$ cat config.mk
export PLATFORM = sky130hd
export DESIGN_NAME = fdivsqrt_iter_ctrl
export DESIGN_NICKNAME = d
export VERILOG_FILES = /design/src/rtl/fdivsqrt_iter_ctrl_pkg.sv /design/src/rtl/fdivsqrt_iter_ctrl_downcount.sv /design/src/rtl/fdivsqrt_iter_ctrl.sv
export SDC_FILE = /design/constraint.sdc
export NUM_CORES = 1
export LEC_CHECK = 0
export ABC_CLOCK_PERIOD_IN_PS = 2100
export CORE_MARGIN = 5
export CORE_UTILIZATION = 46
export DETAILED_ROUTE_END_ITERATION = 7
export PLACE_DENSITY = 0.87
export SETUP_SLACK_MARGIN = 0.05
export SYNTH_ARGS = -nofsm -noshare
export SYNTH_HDL_FRONTEND = slang
export SYNTH_SLANG_ARGS = --single-unit
$ cat constraint.sdc
create_clock -name clk -period 2.1 [get_ports clk]
set_input_delay 0.42 -clock clk [delete_from_list [all_inputs] [get_ports clk]]
set_output_delay 0.42 -clock clk [all_outputs]
set_load 0.01 [all_outputs]
$ cat src/rtl/fdivsqrt_iter_ctrl_pkg.sv
// Shared types for the div/sqrt iteration controller: core config slice and FSM states.
package fdivsqrt_iter_ctrl_pkg;
  typedef struct packed {
    int unsigned DURLEN;
    int unsigned DIVCOPIES;
  } cvw_t;

  localparam cvw_t CVW_DEFAULT = '{DURLEN: 6, DIVCOPIES: 2};

  typedef enum logic [1:0] {DS_IDLE, DS_BUSY, DS_DONE} divsqrt_state_t;
endpackage

$ cat src/rtl/fdivsqrt_iter_ctrl_downcount.sv
// Loadable down-counter that saturates at zero; holds remaining recurrence steps minus one.
module fdivsqrt_downcount #(
  parameter int W = 6
) (
  input  logic         clk,
  input  logic         reset,
  input  logic         load,
  input  logic         dec,
  input  logic [W-1:0] d,
  output logic [W-1:0] q,
  output logic         zero
);
  localparam logic [W-1:0] ONE = 1;

  logic [W-1:0] r_cnt;

  always_ff @(posedge clk or posedge reset) begin
    if (reset)                     r_cnt <= '0;
    else if (load)                 r_cnt <= d;
    else if (dec && r_cnt != '0)   r_cnt <= r_cnt - ONE;
  end

  assign q    = r_cnt;
  assign zero = (r_cnt == '0);
endmodule

$ cat src/rtl/fdivsqrt_iter_ctrl.sv
// Steps the div/sqrt recurrence CyclesE times per accepted op; drives init/iterate/busy/done.
module fdivsqrt_iter_ctrl
  import fdivsqrt_iter_ctrl_pkg::*;
#(
  parameter cvw_t P = CVW_DEFAULT
) (
  input  logic                clk,
  input  logic                reset,
  input  logic                StartE,
  input  logic [P.DURLEN-1:0] CyclesE,
  input  logic                SpecialE,
  input  logic                FlushE,
  input  logic                StallM,
  output logic                InitE,
  output logic                IterEnE,
  output logic                BusyE,
  output logic                DoneE,
  output logic [P.DURLEN-1:0] CountE
);
  localparam int W = P.DURLEN;
  localparam logic [W-1:0] ONE = 1;

  divsqrt_state_t r_state, w_next;
  logic           w_accept, w_zero, w_load, w_dec;
  logic [W-1:0]   w_cycm1, w_ld_val;

  // Combinational outputs must also read 0 while reset is asserted.
  assign w_accept = StartE & ~FlushE & ~reset &
                    ((r_state == DS_IDLE) | ((r_state == DS_DONE) & ~StallM));
  assign w_cycm1  = (CyclesE == '0) ? '0 : CyclesE - ONE;
  assign w_load   = FlushE | (w_accept & ~SpecialE);
  assign w_ld_val = FlushE ? '0 : w_cycm1;
  assign w_dec    = (r_state == DS_BUSY);

  fdivsqrt_downcount #(.W(W)) u_cnt (
    .clk   (clk),
    .reset (reset),
    .load  (w_load),
    .dec   (w_dec),
    .d     (w_ld_val),
    .q     (CountE),
    .zero  (w_zero)
  );

  always_ff @(posedge clk or posedge reset) begin
    if (reset) r_state <= DS_IDLE;
    else       r_state <= w_next;
  end

  always_comb begin
    w_next  = r_state;
    InitE   = w_accept;
    IterEnE = 1'b0;
    BusyE   = w_accept;
    DoneE   = 1'b0;
    case (r_state)
      DS_IDLE: if (w_accept) w_next = SpecialE ? DS_DONE : DS_BUSY;
      DS_BUSY: begin
        IterEnE = 1'b1;
        BusyE   = 1'b1;
        if (w_zero) w_next = DS_DONE;
      end
      DS_DONE: begin
        DoneE = 1'b1;
        if (StallM)        BusyE  = 1'b1;
        else if (w_accept) w_next = SpecialE ? DS_DONE : DS_BUSY;
        else               w_next = DS_IDLE;
      end
      default: w_next = DS_IDLE;
    endcase
    // Flush squashes the in-flight op; DoneE keeps reflecting the current state.
    if (FlushE) begin
      w_next  = DS_IDLE;
      IterEnE = 1'b0;
      BusyE   = 1'b0;
    end
  end
endmodule

==> results.md <==
- Detailed Routing Iterations Pass 1: 5
- Most frequent cells in the layout: clkdlybuf4s50_1 (18), nor2_1 (12), buf_4 (11)
- Initial antenna violation count: 0
- DIE HEIGHT: 50.70 µm
- CTS tree: yes
- Unrepaired setup endpoints after global routing: false
- Max_cap viols: 0
- CP required: 1.68 ns
- Post-Syn Area: 762.0 µm²
- Setup violators final: 0
- Routed via count: 776
- Largest net degree at the start of global routing: 9
- Clk_skew: 0.001616 ns
- CP endpoint kind: output pin
- Die W: 50.70 µm
- Post-DRT Antenna Nets: 0
- Buffers on Ports: 21
- Via density: 5.664
- Switching Share: 0.3363
- Layout cells sized above 1: 0.2397
- Clock group share of total power: 0.254
- Crit Reg-Reg Startpoint: r_state[1]$_DFFE_PP0P_
- Total CTS buffers: 3
- DRC Markers: 0
- R2r worst-path depth: 8
- Post-Route WL: 2035 µm
- Commonest non-fill, non-tap cell in the layout: clkdlybuf4s50_1
- Nets: 143
- Syn-to-layout area delta: 46.31%
- Max-slew headroom: 0.7756
- GR Overflow Total: 0
- Netlist cell types: 30
- Static leakage: 0.4841 nW
- Max incr delay on CP: 0.53 ns
- Initial Utilization: 0.4943
- Switch Pwr: 0.1693 mW
- Fmax: 508.8 MHz
- Net Count, Synth: 106
- Synth area leader: dfrtp_1
- Post-DP Area: 0.001067 mm²
- Clock slew at reported path FFs: 0.06 ns
- Crit-path max FO: 3
- Area contributors post-synth: dfrtp_1 (26%), ha_1 (13%), nor2_1 (5.9%)
- Critical Path Source Type: flop
- Slew Viols, Final: 0
- Io pins: 22
- Flop pwr share: 0.363
- DP HPWL: 1612 µm
- Gpl congestion: 0.8866
- Final-report hold violation count: 0
- Fin crit share: 0.9360
- # rows: 14
- Max clock buf depth: 2
- Reg2Reg Capture Point: u_cnt.q[3]$_DFFE_PP0P_
- Cell Chain, Critical Path: inv_2 > ha_4 > buf_4 > clkdlybuf4s50_1
- Crit Path Class: reg2out
- Die area: 0.002570 mm²
- Reg2Reg Setup Slack: 0.30 ns
- Synth top area share: 0.2627
- Core area: 0.001541 mm²
- P_int: 0.3341 mW
- First-pass GRT wire length: 3470 µm
- Crit path from: r_state[0]$_DFFE_PP0P_
- Seq/Total Area, Yosys: 0.2627
- Pwr Density: 451.6 mW/mm²
- Slew @ Worst Pin: 0.3366 ns
- Hold WC Path Type: in2async
- Combinational share of power: 0.383
- Yosys warns: 0
- Number of fill cells: 119
- Worst hold margin: 0.5419 ns
- Initial DRC count: 9
- Root buf cell: clkbuf_4
- Clock latency on the worst-skew pair: 0.26 ns
- Antenna diode count: 0
- Setup TNS Final: 0 ns
- Crit-path slowest cell: clkdlybuf4s50_1
- CTS sink cnt: 8
- Status: completed
- Cells after Synth: 86
- Avg Synthesized Cell Area: 8.860 µm²
- CP Data Arrival Time: 1.55 ns
- Fin util: 0.7232
- Tmin final: 1.966 ns
- Routed WL per cell: 14.85 µm
- H-tree Lvls: 1
- CP bufs+invs: 3
- Total Power: 0.5034 mW
- Synth Register Bits: 8
- Fin area: 0.001115 mm²
- Gr usage total: 0.1688
- Hold buffer count at cts: 0
- Number of global-route vias before repair: 836
- Cell family with most CP delay: buffers and inverters
- Peak supply drop: 0.3258 mV
cells by family after synthesis:
kind of cell	synth area share
AO/OA/AOI/OAI	0.2627
XOR/XNOR	0.05748
adder cells (fa/ha/maj)	0.1314
buffers and inverters	0.04927
flip-flops	0.2627
AND/OR/NAND/NOR	0.2365
cell usage after synthesis:
master,instances
nand2b_1,2
nand3b_1,1
nor3b_4,1
o21a_1,4
nand3_1,4
o21ai_2,1
o22ai_1,1
and2b_2,1
a21oi_1,5
o21ai_0,2
ha_1,8
nor2b_4,1
o22a_1,3
a31oi_4,1
o32ai_2,1
nand2_1,2
o31ai_1,1
or2_4,1
inv_1,10
o21ai_1,1
nor3_2,1
dfrtp_1,8
and3_2,1
xor2_1,2
a311o_1,2
nor2_1,12
o311ai_1,1
xnor2_1,3
a221oi_2,1
nor3_1,4
through the flow:
stage	worst slack, ns	cells
floorplan	0.2843	86
global placement	-0.1688	133
detailed placement	-0.2438	133
CTS	0.05558	136
global route	0.07403	137
finish	0.1344	137
what timing repair did:
action	CTS	global route
gates cloned	0	0
buffers inserted	0	1
resized for setup	10	2
pin swaps	1	2
endpoints found under the setup margin	4	3
cell type report:
| cell class | instances | area (µm²) | area share |
|---|---|---|---|
| tap | 16 | 20.02 | 0.01796 |
| multi-input combinational | 68 | 549.3 | 0.4927 |
| timing repair buffer | 32 | 285.3 | 0.2559 |
| clock buffer | 3 | 22.52 | 0.02020 |
| sequential | 8 | 200.2 | 0.1796 |
| inverter | 10 | 37.54 | 0.03367 |
flip-flops by register name (all words and copies together) (netlist names):
signal	flops
r_state	2
u_cnt.q	6
power groups by stage:
stage          registers, mW  logic, mW  clock network [mW]
6_report               0.183      0.193               0.128
4_1_cts                0.182      0.192               0.123
5_1_grt                0.185      0.210               0.133
3_3_place_gp           0.184      0.183                   0
3_5_place_dp           0.184      0.189                   0
2_1_floorplan          0.186     0.0978                   0
tightest hold or removal path, cell delays in order:
cell and delay [ns]:
clkdlybuf4s50_1 0.46, inv_1 0.09, buf_4 0.17
per-layer routing:
metal  global-route usage  wire length (µm)
met4              0.07660                25
met5                    0                 0
met3              0.01479                98
met2               0.3368              1192
met1               0.1696               718
how the worst max path moves through the flow:
stage	end	cells after the start	slack, ns
global route	InitE	6	0.07
detailed placement	BusyE	6	-0.24
floorplan	BusyE	6	0.28
finish	DoneE	4	0.13
CTS	BusyE	7	0.06
global placement	BusyE	6	-0.17
No activity file was read; power rests on OpenSTA's default activity.
